--- src/rtl/core_pkg.sv ---
// +----------------------------------------------------------------------+
// | core_pkg : opcode/funct3 constants, immediate formats, decode states |
// | Revision : 1.0                                                       |
// +----------------------------------------------------------------------+
`default_nettype none

package core_pkg;

    localparam logic [6:0] OP_LUI         = 7'b0110111;
    localparam logic [6:0] OP_AUIPC       = 7'b0010111;
    localparam logic [6:0] OP_JAL         = 7'b1101111;
    localparam logic [6:0] OP_JALR        = 7'b1100111;
    localparam logic [6:0] OP_BRANCH      = 7'b1100011;
    localparam logic [6:0] OP_LOAD        = 7'b0000011;
    localparam logic [6:0] OP_STORE       = 7'b0100011;
    localparam logic [6:0] OP_INTEGER_IMM = 7'b0010011;
    localparam logic [6:0] OP_INTEGER     = 7'b0110011;

    localparam logic [2:0] F3_ADD  = 3'b000;
    localparam logic [2:0] F3_SLL  = 3'b001;
    localparam logic [2:0] F3_SLT  = 3'b010;
    localparam logic [2:0] F3_SLTU = 3'b011;
    localparam logic [2:0] F3_XOR  = 3'b100;
    localparam logic [2:0] F3_SR   = 3'b101;
    localparam logic [2:0] F3_OR   = 3'b110;
    localparam logic [2:0] F3_AND  = 3'b111;

    typedef enum logic [2:0] {
        IMM_I    = 3'd0,
        IMM_S    = 3'd1,
        IMM_B    = 3'd2,
        IMM_U    = 3'd3,
        IMM_J    = 3'd4,
        IMM_NONE = 3'd5
    } imm_fmt_t;

    typedef enum logic [1:0] {
        ST_IDLE    = 2'd0,
        ST_ISSUE   = 2'd1,
        ST_RECOVER = 2'd2
    } state_t;

    function automatic imm_fmt_t imm_fmt(input logic [6:0] op);
        case (op)
            OP_JALR, OP_LOAD, OP_INTEGER_IMM: return IMM_I;
            OP_STORE:                         return IMM_S;
            OP_BRANCH:                        return IMM_B;
            OP_LUI, OP_AUIPC:                 return IMM_U;
            OP_JAL:                           return IMM_J;
            default:                          return IMM_NONE;
        endcase
    endfunction

    function automatic logic writes_rd(input logic [6:0] op);
        case (op)
            OP_LUI, OP_AUIPC, OP_JAL, OP_JALR,
            OP_LOAD, OP_INTEGER_IMM, OP_INTEGER: return 1'b1;
            default:                             return 1'b0;
        endcase
    endfunction

    function automatic logic is_legal_op(input logic [6:0] op);
        case (op)
            OP_LUI, OP_AUIPC, OP_JAL, OP_JALR, OP_BRANCH,
            OP_LOAD, OP_STORE, OP_INTEGER_IMM, OP_INTEGER: return 1'b1;
            default:                                       return 1'b0;
        endcase
    endfunction

endpackage

`default_nettype wire

--- src/rtl/decode_if.sv ---
// +----------------------------------------------------------------------+
// | decode_if : fetch, register-file and execute signals of decode stage |
// | Revision  : 1.0                                                      |
// +----------------------------------------------------------------------+
`default_nettype none

interface decode_if #(
    parameter int M_WIDTH  = 32,
    parameter int OP_WIDTH = 7
);
    logic                instr_valid;
    logic [31:0]         instr;
    logic [M_WIDTH-1:0]  pc_in;
    logic                instr_ready;
    logic [4:0]          rf_rs1_addr;
    logic [4:0]          rf_rs2_addr;
    logic [M_WIDTH-1:0]  rf_rs1_data;
    logic [M_WIDTH-1:0]  rf_rs2_data;
    logic                ex_en;
    logic [OP_WIDTH-1:0] ex_op;
    logic [6:0]          ex_funct7;
    logic [2:0]          ex_funct3;
    logic [M_WIDTH-1:0]  ex_pc;
    logic [M_WIDTH-1:0]  ex_rs1;
    logic [M_WIDTH-1:0]  ex_rs2;
    logic [M_WIDTH-1:0]  ex_imm;
    logic [4:0]          ex_rd;
    logic                ex_wb_en;
    logic                ex_ready;
    logic                ex_flush;
    logic                wb_valid;
    logic                illegal_instr;

    // Decode stage view: it masters the issue bus towards execute.
    modport master (
        input  instr_valid, instr, pc_in, rf_rs1_data, rf_rs2_data, ex_ready, ex_flush,
        output instr_ready, rf_rs1_addr, rf_rs2_addr, ex_en, ex_op, ex_funct7, ex_funct3,
               ex_pc, ex_rs1, ex_rs2, ex_imm, ex_rd, ex_wb_en, wb_valid, illegal_instr
    );

    modport slave (
        output instr_valid, instr, pc_in, rf_rs1_data, rf_rs2_data, ex_ready, ex_flush,
        input  instr_ready, rf_rs1_addr, rf_rs2_addr, ex_en, ex_op, ex_funct7, ex_funct3,
               ex_pc, ex_rs1, ex_rs2, ex_imm, ex_rd, ex_wb_en, wb_valid, illegal_instr
    );

endinterface

`default_nettype wire

--- src/rtl/decode_imm_gen.sv ---
// +----------------------------------------------------------------------+
// | imm_gen : builds the sign-extended immediate for a given format      |
// | Revision: 1.0                                                        |
// +----------------------------------------------------------------------+
`default_nettype none

module imm_gen
    import core_pkg::*;
#(
    parameter int M_WIDTH = 32
) (
    input  wire logic [31:7]        instr,
    input  imm_fmt_t                fmt,
    output logic [M_WIDTH-1:0]      imm
);

    logic [31:0] w_imm32;

    always_comb begin
        w_imm32 = '0;
        case (fmt)
            IMM_I:   w_imm32 = {{20{instr[31]}}, instr[31:20]};
            IMM_S:   w_imm32 = {{20{instr[31]}}, instr[31:25], instr[11:7]};
            IMM_B:   w_imm32 = {{20{instr[31]}}, instr[7], instr[30:25], instr[11:8], 1'b0};
            IMM_U:   w_imm32 = {instr[31:12], 12'b0};
            IMM_J:   w_imm32 = {{12{instr[31]}}, instr[19:12], instr[20], instr[30:21], 1'b0};
            default: w_imm32 = '0;
        endcase
    end

    assign imm = M_WIDTH'($signed(w_imm32));

endmodule

`default_nettype wire

--- src/rtl/decode.sv ---
// +----------------------------------------------------------------------+
// | decode : one-slot instruction buffer, field split and issue to EX.   |
// | Option : DECODE_ILLEGAL_TRAP_EN blocks unknown opcodes (sticky flag) |
// | Revision: 1.0                                                        |
// +----------------------------------------------------------------------+
`default_nettype none

module decode
    import core_pkg::*;
#(
    parameter int M_WIDTH  = 32,
    parameter int OP_WIDTH = 7
) (
    input  wire logic clk,
    input  wire logic rst_n,
    decode_if.master  bus
);

    state_t              r_state;
    state_t              w_state_nxt;
    logic                r_buf_full;
    logic [31:0]         r_buf_instr;
    logic [M_WIDTH-1:0]  r_buf_pc;
    logic                w_ex_en;
    logic                w_flush;
    logic                w_instr_ready;
    logic                w_accept;
    logic                w_transfer;
    logic                w_trap;
    imm_fmt_t            w_fmt;
    logic [M_WIDTH-1:0]  w_imm;

    logic [OP_WIDTH-1:0] r_ex_op;
    logic [6:0]          r_ex_funct7;
    logic [2:0]          r_ex_funct3;
    logic [M_WIDTH-1:0]  r_ex_pc;
    logic [M_WIDTH-1:0]  r_ex_rs1;
    logic [M_WIDTH-1:0]  r_ex_rs2;
    logic [M_WIDTH-1:0]  r_ex_imm;
    logic [4:0]          r_ex_rd;
    logic                r_ex_wb_en;

    assign w_ex_en       = (r_state == ST_ISSUE);
    assign w_flush       = w_ex_en && bus.ex_ready && bus.ex_flush;
    assign w_instr_ready = !r_buf_full && !w_flush;
    assign w_accept      = bus.instr_valid && w_instr_ready;
    assign w_fmt         = imm_fmt(r_buf_instr[6:0]);

`ifdef DECODE_ILLEGAL_TRAP_EN
    logic w_trap_hit;
    logic r_illegal;

    assign w_trap     = !is_legal_op(r_buf_instr[6:0]);
    assign w_trap_hit = (r_state != ST_ISSUE) && r_buf_full && w_trap;

    always_ff @(posedge clk or negedge rst_n) begin
        if (!rst_n) begin
            r_illegal <= 1'b0;
        end else if (w_trap_hit) begin
            r_illegal <= 1'b1;
        end
    end

    assign bus.illegal_instr = r_illegal;
`else
    assign w_trap            = 1'b0;
    assign bus.illegal_instr = 1'b0;
`endif

    imm_gen #(.M_WIDTH(M_WIDTH)) u_imm_gen (
        .instr (r_buf_instr[31:7]),
        .fmt   (w_fmt),
        .imm   (w_imm)
    );

    always_ff @(posedge clk or negedge rst_n) begin
        if (!rst_n) begin
            r_state <= ST_IDLE;
        end else begin
            r_state <= w_state_nxt;
        end
    end

    // RECOVER keeps ex_en low for one cycle before the next transfer.
    always_comb begin
        w_state_nxt = r_state;
        w_transfer  = 1'b0;
        case (r_state)
            ST_IDLE, ST_RECOVER: begin
                if (r_state == ST_RECOVER) begin
                    w_state_nxt = ST_IDLE;
                end
                if (r_buf_full && !w_trap) begin
                    w_transfer  = 1'b1;
                    w_state_nxt = ST_ISSUE;
                end
            end
            ST_ISSUE: begin
                if (bus.ex_ready) begin
                    w_state_nxt = ST_RECOVER;
                end
            end
            default: w_state_nxt = ST_IDLE;
        endcase
    end

    always_ff @(posedge clk or negedge rst_n) begin
        if (!rst_n) begin
            r_buf_full  <= 1'b0;
            r_buf_instr <= '0;
            r_buf_pc    <= '0;
        end else begin
            if (w_flush || w_transfer) begin
                r_buf_full <= 1'b0;
            end else if (w_accept) begin
                r_buf_full <= 1'b1;
            end
            if (w_accept) begin
                r_buf_instr <= bus.instr;
                r_buf_pc    <= bus.pc_in;
            end
        end
    end

    always_ff @(posedge clk or negedge rst_n) begin
        if (!rst_n) begin
            r_ex_op     <= '0;
            r_ex_funct7 <= '0;
            r_ex_funct3 <= '0;
            r_ex_pc     <= '0;
            r_ex_rs1    <= '0;
            r_ex_rs2    <= '0;
            r_ex_imm    <= '0;
            r_ex_rd     <= '0;
            r_ex_wb_en  <= 1'b0;
        end else if (w_transfer) begin
            r_ex_op     <= r_buf_instr[OP_WIDTH-1:0];
            r_ex_funct7 <= r_buf_instr[31:25];
            r_ex_funct3 <= r_buf_instr[14:12];
            r_ex_pc     <= r_buf_pc;
            r_ex_rs1    <= bus.rf_rs1_data;
            r_ex_rs2    <= bus.rf_rs2_data;
            r_ex_imm    <= w_imm;
            r_ex_rd     <= r_buf_instr[11:7];
            r_ex_wb_en  <= writes_rd(r_buf_instr[6:0]) && (r_buf_instr[11:7] != 5'd0);
        end
    end

    assign bus.instr_ready = w_instr_ready;
    assign bus.rf_rs1_addr = r_buf_instr[19:15];
    assign bus.rf_rs2_addr = r_buf_instr[24:20];
    assign bus.ex_en       = w_ex_en;
    assign bus.ex_op       = r_ex_op;
    assign bus.ex_funct7   = r_ex_funct7;
    assign bus.ex_funct3   = r_ex_funct3;
    assign bus.ex_pc       = r_ex_pc;
    assign bus.ex_rs1      = r_ex_rs1;
    assign bus.ex_rs2      = r_ex_rs2;
    assign bus.ex_imm      = r_ex_imm;
    assign bus.ex_rd       = r_ex_rd;
    assign bus.ex_wb_en    = r_ex_wb_en;
    assign bus.wb_valid    = w_ex_en && bus.ex_ready && r_ex_wb_en;

endmodule

`default_nettype wire

--- src/flat_wrapper.sv ---
// flat-port wrapper written by rule: the top's interface ports become plain ports
module decode_flat import core_pkg::*;
#(
    parameter int M_WIDTH  = 32,
    parameter int OP_WIDTH = 7
)
  (clk, rst_n, bus_instr_valid, bus_instr, bus_pc_in, bus_rf_rs1_data, bus_rf_rs2_data, bus_ex_ready, bus_ex_flush, bus_instr_ready, bus_rf_rs1_addr, bus_rf_rs2_addr, bus_ex_en, bus_ex_op, bus_ex_funct7, bus_ex_funct3, bus_ex_pc, bus_ex_rs1, bus_ex_rs2, bus_ex_imm, bus_ex_rd, bus_ex_wb_en, bus_wb_valid, bus_illegal_instr);
  decode_if #(.M_WIDTH(M_WIDTH), .OP_WIDTH(OP_WIDTH)) bus_i ();
  input  wire logic clk;
  input  wire logic rst_n;
  input wire logic [$bits(bus_i.instr_valid)-1:0] bus_instr_valid;
  input wire logic [$bits(bus_i.instr)-1:0] bus_instr;
  input wire logic [$bits(bus_i.pc_in)-1:0] bus_pc_in;
  input wire logic [$bits(bus_i.rf_rs1_data)-1:0] bus_rf_rs1_data;
  input wire logic [$bits(bus_i.rf_rs2_data)-1:0] bus_rf_rs2_data;
  input wire logic [$bits(bus_i.ex_ready)-1:0] bus_ex_ready;
  input wire logic [$bits(bus_i.ex_flush)-1:0] bus_ex_flush;
  output wire logic [$bits(bus_i.instr_ready)-1:0] bus_instr_ready;
  output wire logic [$bits(bus_i.rf_rs1_addr)-1:0] bus_rf_rs1_addr;
  output wire logic [$bits(bus_i.rf_rs2_addr)-1:0] bus_rf_rs2_addr;
  output wire logic [$bits(bus_i.ex_en)-1:0] bus_ex_en;
  output wire logic [$bits(bus_i.ex_op)-1:0] bus_ex_op;
  output wire logic [$bits(bus_i.ex_funct7)-1:0] bus_ex_funct7;
  output wire logic [$bits(bus_i.ex_funct3)-1:0] bus_ex_funct3;
  output wire logic [$bits(bus_i.ex_pc)-1:0] bus_ex_pc;
  output wire logic [$bits(bus_i.ex_rs1)-1:0] bus_ex_rs1;
  output wire logic [$bits(bus_i.ex_rs2)-1:0] bus_ex_rs2;
  output wire logic [$bits(bus_i.ex_imm)-1:0] bus_ex_imm;
  output wire logic [$bits(bus_i.ex_rd)-1:0] bus_ex_rd;
  output wire logic [$bits(bus_i.ex_wb_en)-1:0] bus_ex_wb_en;
  output wire logic [$bits(bus_i.wb_valid)-1:0] bus_wb_valid;
  output wire logic [$bits(bus_i.illegal_instr)-1:0] bus_illegal_instr;
  assign bus_i.instr_valid = bus_instr_valid;
  assign bus_i.instr = bus_instr;
  assign bus_i.pc_in = bus_pc_in;
  assign bus_i.rf_rs1_data = bus_rf_rs1_data;
  assign bus_i.rf_rs2_data = bus_rf_rs2_data;
  assign bus_i.ex_ready = bus_ex_ready;
  assign bus_i.ex_flush = bus_ex_flush;
  assign bus_instr_ready = bus_i.instr_ready;
  assign bus_rf_rs1_addr = bus_i.rf_rs1_addr;
  assign bus_rf_rs2_addr = bus_i.rf_rs2_addr;
  assign bus_ex_en = bus_i.ex_en;
  assign bus_ex_op = bus_i.ex_op;
  assign bus_ex_funct7 = bus_i.ex_funct7;
  assign bus_ex_funct3 = bus_i.ex_funct3;
  assign bus_ex_pc = bus_i.ex_pc;
  assign bus_ex_rs1 = bus_i.ex_rs1;
  assign bus_ex_rs2 = bus_i.ex_rs2;
  assign bus_ex_imm = bus_i.ex_imm;
  assign bus_ex_rd = bus_i.ex_rd;
  assign bus_ex_wb_en = bus_i.ex_wb_en;
  assign bus_wb_valid = bus_i.wb_valid;
  assign bus_illegal_instr = bus_i.illegal_instr;
  decode #(.M_WIDTH(M_WIDTH), .OP_WIDTH(OP_WIDTH)) u_core (.clk(clk), .rst_n(rst_n), .bus(bus_i));
endmodule
--- config.mk ---
export PLATFORM = sky130hd
export DESIGN_NAME = decode_flat
export DESIGN_NICKNAME = d
export VERILOG_FILES = /design/src/rtl/core_pkg.sv /design/src/rtl/decode_if.sv /design/src/rtl/decode_imm_gen.sv /design/src/rtl/decode.sv /design/src/flat_wrapper.sv
export SDC_FILE = /design/constraint.sdc
export NUM_CORES = 1
export LEC_CHECK = 0
export ABC_AREA = 1
export CAP_MARGIN = 20
export CORE_ASPECT_RATIO = 1.25
export CORE_MARGIN = 8
export CORE_UTILIZATION = 35
export CTS_CLUSTER_DIAMETER = 50
export CTS_CLUSTER_SIZE = 14
export DETAILED_ROUTE_END_ITERATION = 10
export SETUP_SLACK_MARGIN = 0.15
export SLEW_MARGIN = 20
export SYNTH_ARGS = -nofsm -noshare
export SYNTH_HDL_FRONTEND = slang
export SYNTH_SLANG_ARGS = --single-unit
--- constraint.sdc ---
create_clock -name clk -period 1.5 [get_ports clk]
set_input_delay 0.3 -clock clk [delete_from_list [all_inputs] [get_ports clk]]
set_output_delay 0.3 -clock clk [all_outputs]
set_load 0.01 [all_outputs]
==> impl_metrics.yaml, run 1 <==
routing:
  wl_per_cell_um: 19.44
  dr.first_iter.drc_count: 407
  drt-total-wl_mm: 36.35
  routed.top_layer: "met5"
  met1Wirelength_mm: 13.46
  detail-route-antenna-nets: 0
  drc: 0
  wl_met3_mm: 2.901
  via_count: 8757
  wl_met2_mm: 18.44
  vias_per_cell: 4.683
  drtPass1Iterations: 5
floorplanning:
  start_util_pct: 35.20
  die_area_sq_mm: 0.03056
  io_pins: 298
  die_h_um: 193.5
  rows: 65
  die_w_um: 158.0
  coreArea_sq_mm: 0.02505
synthesis:
  synth-edff-count: 0
  yosysTopAreaCellShare_pct: 61.86
  synth_warnings: 0
  yosys-top-cells-count: "nand2_1, dfrtp_1, o21ai_0, inv_1, nand3_1"
  syn_area_sq_mm: 0.008818
  synth_cell_types: 21
  synthArstFlopShare_pct: 100.0
  synth_seq_cells: 218
  syn-num-nets: 1155
  yosys-top-cells-area: "dfrtp_1, nand2_1, o21ai_0, inv_1, nand3_1"
  yosysMostFrequentCell: "nand2_1"
  syn_inst: 1022
  yosysTopAreaCell: "dfrtp_1"
  synth_ff_type: "dfrtp_1"
  seq_area_frac_synth_pct: 61.86
  avgSynthCellArea_sq_um: 8.629
timing:
  clock.fmax_ghz: 0.5745
  rsz0062_at_grt: "yes"
  setup_slack_ps: -240.7
  setup_viol: 214
  finalHoldWorstSlack_ps: 291.0
  hold_viol_final: 0
  drv_slew: 0
  period_share_pct: 116.0
  clock-skew-final_ps: 21.89
  min_period_ps: 1741
final_layout:
  final_cells: 1870
  drive_above_1_share_pct: 46.18
  fin_util_pct: 66.03
  nets: 1651
  syn_to_final_growth_pct: 87.56
power:
  vdd_drop_max_v: 0.001277
  total_power_mw: 37.41
  p_leak_nw: 8.677
  cellPowerDensity_mw_per_mm2: 2262
worst_hold_path:
  hp-class: "input pin to async pin"
clocking:
  cts.htree.levels: 1
  cts-buffers-inserted: 24
  clockBufferDepth: 3
  clk-insertion-delay-late_ps: 520
  cts.clk_slew.worst_paths_ps: 60
  cts_tree: "built"
  clock-sinks: 218
  root_buffer: "clkbuf_16"
placement:
  portBuffers: 296
  place_congestion: 0.7972
  placedCellCount: 1636
  dp.final_hpwl_mm: 19.70
worst_setup_path:
  critical_path_arrival_ps: 1440
  path_class: "flip-flop to output pin"
  start_kind: "flip-flop"
  crit_required_ps: 1200
  worstSetupEndpointType: "output pin"
  slowest_delay_ps: 370
  critPathMaxFanout: 2
  path_cells: "inv_2 -> nor2_4 -> nand2_2 -> inv_2 -> nand2_2 -> nand2_2 -> inv_2 -> buf_6"
  cp_slowest_cell: "dfrtp_1"
grt:
  grt_pass1_wl_mm: 46.95
  grt_overflow: 0
  antenna_found_initial: 3
  grt_max_degree: 52
  grt_usage_pct: 19.56
  grt_pass1_vias: 8276
run_status:
  violations: "setup timing"
  status: "finished, violations left"
job:
  cap_violations: 0
==> sequential cells by signal, summed over array words and instances, names as in the netlist <==
| register | flops |
|---|---|
| u_core.bus.ex_funct3 | 3 |
| u_core.bus.ex_funct7 | 7 |
| u_core.bus.ex_imm | 32 |
| u_core.bus.ex_op | 7 |
| u_core.bus.ex_pc | 32 |
| u_core.bus.ex_rd | 5 |
| u_core.bus.ex_rs1 | 32 |
| u_core.bus.ex_rs2 | 32 |
| u_core.bus.ex_wb_en | 1 |
| u_core.r_buf_full | 1 |
| u_core.r_buf_instr | 32 |
| u_core.r_buf_pc | 32 |
| u_core.r_state | 2 |
==> cell families (layout without fill, tap and decap cells) <==
| family | Yosys count | after routing | share of synthesized area, % |
|---|---|---|---|
| AO/OA/AOI/OAI | 93 | 93 | 5.321 |
| buffers and inverters | 127 | 636 | 6.740 |
| flip-flops | 218 | 218 | 61.86 |
| other | 1 | 3 | 0.04252 |
| AND/OR/NAND/NOR | 583 | 585 | 26.04 |
==> critical path, delay by kind of cell (launching register included) <==
| kind | cells | cell delay (ps) |
|---|---|---|
| buffers and inverters | 4 | 260 |
| DFF | 1 | 370 |
| and+or+nand+nor | 4 | 300 |
==> routing by layer <==
metal	GRT usage, %	vias to the layer above
li1	-	4145
met1	23.66	4180
met2	33.13	337
met3	5.285	93
met4	6.160	2
met5	0	-
==> report_power, final <==
group / total, mW / switching (mW) / internal (mW)
combinational: 21.1 / 9.93 / 11.1
sequential: 10.3 / 1.86 / 8.45
clock: 6.03 / 2.51 / 3.51
==> per-stage QoR <==
step | worst slack [ps] | setup TNS [ps] | cell area [sq um]
6_report | -240.7 | -32350 | 16540
5_1_grt | -328.9 | -47870 | 16540
4_1_cts | -264.6 | -18940 | 13970
3_5_place_dp | -426.9 | -16990 | 12370
3_3_place_gp | -423.4 | -15940 | 12370
2_1_floorplan | 157.7 | 0 | 8823
==> final cells by class <==
type,instances,area [sq um]
Fill cell,1975,8509
Timing Repair Buffer,529,5695
Sequential cell,218,5458
Multi-Input combinational cell,679,3874
Clock buffer,28,656.9
Tap cell,335,419.2
Inverter,65,272.8
Clock inverter,13,147.6
Timing Repair inverter,1,11.26
Antenna cell,2,5.005
==> layout by cell type (no fill, tap or decap), types with 2 or more instances in the layout <==
cell and instances:
nand2_1 299, dfrtp_1 216, nand2_2 143, buf_4 142
clkdlybuf4s50_1 131, buf_6 122, nand2_4 74, buf_2 61
inv_1 56, clkbuf_16 46, o21ai_1 43, nand3_1 40
o21ai_0 26, o21ai_2 22, buf_12 20, buf_16 19
buf_8 12, nor2_1 9, nor2_4 8, inv_2 7
nor2_2 5, nand2_8 4, clkinvlp_4 3, clkinv_4 3
diode_2 2, nand3_2 2, clkinv_2 2, bufinv_16 2
clkbuf_8 2, inv_6 2, inv_8 2, dfrtp_2 2
==> path summary, 6_finish.rpt <==
path | startpoint | endpoint | slack, ps | cells after the start
min in group clk | bus_instr[25] | u_core.r_buf_instr[25] | 310 | 3
worst min-delay path | rst_n | u_core.bus.ex_rs1[26] | 290 | 2
worst max register to register | u_core.r_state[0] | u_core.r_buf_pc[25] | -230 | 13
max in group asynchronous | rst_n | u_core.r_buf_pc[21] | 580 | 3
worst max-delay path | u_core.r_state[0] | bus_instr_ready | -240 | 8
worst min register to register | u_core.bus.ex_rs2[14] | u_core.bus.ex_rs2[14] | 480 | 2
==> what timing repair did <==
action | CTS | global route
gates cloned | 17 | 27
hold buffers | 1 | 0
resized for setup | 858 | 409
setup endpoints to repair | 326 | 375
pin swaps | 35 | 71
endpoints found under the hold margin | 41 | 0
setup buffers | 62 | 84
Note: power is estimated with default switching activity, not from simulation.
==> inputs of run 2 (changes only) <==
CORE_UTILIZATION = 25   (was 35)
SKIP_CTS_REPAIR_TIMING = 1   (was default)
==> run 2 against run 1 <==
Effect of this change:
- the run still ends with setup timing left
- first-iteration DRC count is 40% higher
- global-route usage is 6.1 points lower
- sequential share of layout area is 3.3 points higher
- via count is 5.7% lower
- utilization is 23 points lower
- hold slack worse by 82 ps
- sequential power hardly changed
- cell count is 3.8% higher
- sequential cell count stayed put
- largest power group unchanged
==> impl_metrics.yaml, run 2 (same netlist as run 1, synthesis figures left out) <==
placement:
  portBuffers: 296
  dp.final_hpwl_mm: 20.78
  post-place-ws_ps: -433.0
  place_congestion: 0.8123
  placedCellCount: 1771
routing:
  via_count: 8260
  drc: 0
  drtPass1Iterations: 4
  dr.first_iter.drc_count: 568
  detail-route-antenna-nets: 0
  wl_per_cell_um: 18.44
  vias_per_cell: 4.256
  drt-total-wl_mm: 35.80
worst_setup_path:
  start_kind: "flip-flop"
  ff2ff_setup_slack_ps: -200
  r2r_end: "u_core.r_buf_pc[12]"
  critical_path_arrival_ps: 1460
  path_cells: "nor2_4 -> nand2_2 -> inv_2 -> nand2_2 -> nand2_2 -> inv_2 -> buf_6"
  cp_slowest_cell: "dfrtp_1"
  worstSetupEndpointType: "output pin"
  path_class: "flip-flop to output pin"
  critPathMaxFanout: 2
  r2r_start: "u_core.r_state[0]"
  slowest_delay_ps: 410
  crit_required_ps: 1200
  crit_path_frequent_cell: "nand2_2"
  reg2reg_depth: 13
floorplanning:
  die_w_um: 184.0
  rows: 77
  io_pins: 298
  coreArea_sq_mm: 0.03507
  die_area_sq_mm: 0.04158
  start_util_pct: 25.15
  die_h_um: 226.0
final_layout:
  drive_above_1_share_pct: 32.54
  fin_util_pct: 42.84
  nets: 1584
  syn_to_final_growth_pct: 70.35
  final_cells: 1941
  final_cell_mix: "nand2_1, dfrtp_1, clkdlybuf4s50_1, buf_4, clkbuf_2"
  mostFrequentLayoutCell: "nand2_1"
clocking:
  cts_tree: "built"
  clock-sinks: 218
  cts-buffers-inserted: 25
  cts.clk_slew.worst_paths_ps: 60
  cts.htree.levels: 1
  root_buffer: "clkbuf_16"
  clockBufferDepth: 3
  clk-insertion-delay-late_ps: 540
power:
  p_leak_nw: 7.846
  vdd_drop_max_v: 0.001000
  cellPowerDensity_mw_per_mm2: 2160
grt:
  antenna_found_initial: 3
  grt_max_degree: 107
  grt_pass1_vias: 7919
  grt_pass1_wl_mm: 44.39
  grt_usage_pct: 13.44
  grt_overflow: 0
timing:
  setup_slack_ps: -264.0
  hold_viol_final: 0
  tns_ps: -15930
  drv_slew: 0
  clock.fmax_ghz: 0.5669
  finalHoldWorstSlack_ps: 209.3
  rsz0062_at_grt: "yes"
  min_period_ps: 1764
  clock-skew-final_ps: 16.22
  period_share_pct: 117.6
  setup_viol: 203
run_status:
  violations: "setup timing"
  status: "finished, violations left"
job:
  cap_violations: 0
worst_hold_path:
  hp-class: "input pin to async pin"
run 2: cell types whose count changed in the layout (fill, tap and decap cells not counted), sizes merged:
cell,delta
diode,-1
clkbuf,+91
clkinv,-2
buf,-158
inv,+1
nand2,-2
bufinv,+2
clkinvlp,+1
run 2: worst max-delay path, delay by kind of cell, from the launching register on:
| family | cells | cell delay [ps] |
|---|---|---|
| buffers and inverters | 3 | 210 |
| and+or+nand+nor | 4 | 310 |
| DFF | 1 | 410 |
run 2: metrics by stage:
step | total power [mW] | area (sq um)
after global routing | 34.49 | 15020
final | 32.45 | 15020
after CTS | 28.16 | 13370
after floorplan | 15.09 | 8823
after detailed placement | 21.49 | 12500
after global placement | 21.26 | 12500
run 2: worst max-delay path by stage:
stage,start,to
3_3_place_gp,bus_ex_ready,bus_instr_ready
2_1_floorplan,u_core.r_state[0],u_core.r_buf_instr[0]
3_5_place_dp,bus_ex_ready,u_core.r_buf_instr[22]
4_1_cts,u_core.r_state[0],bus_instr_ready
6_report,u_core.r_state[1],bus_instr_ready
5_1_grt,u_core.r_state[0],bus_instr_ready
run 2: report_power, final:
group	total, mW	internal [mW]	switching [mW]
registers	10.0	8.44	1.57
logic	15.9	7.77	8.14
clock network	6.53	3.88	2.65
run 2: final cells by class:
| class | count | area (sq um) |
|---|---|---|
| repair buffers | 462 | 4666 |
| fillers | 3479 | 20050 |
| flip-flops and latches | 218 | 5455 |
| repair inverters | 2 | 27.53 |
| diodes | 1 | 2.502 |
| clock buffers | 28 | 656.9 |
| clock inverters | 14 | 211.5 |
| well taps | 474 | 593.1 |
| inverters | 65 | 281.5 |
| multi-input cells | 677 | 3128 |
run 2: metal layers:
metal  track usage, %  share of wire, %  vias to the layer above
met5                0             0.025                        -
met4            4.483               2.4                        2
met3            5.118               9.3                       52
met2            22.33                50                      303
met1            15.73                39                     3897
li1                 -                 -                     4006
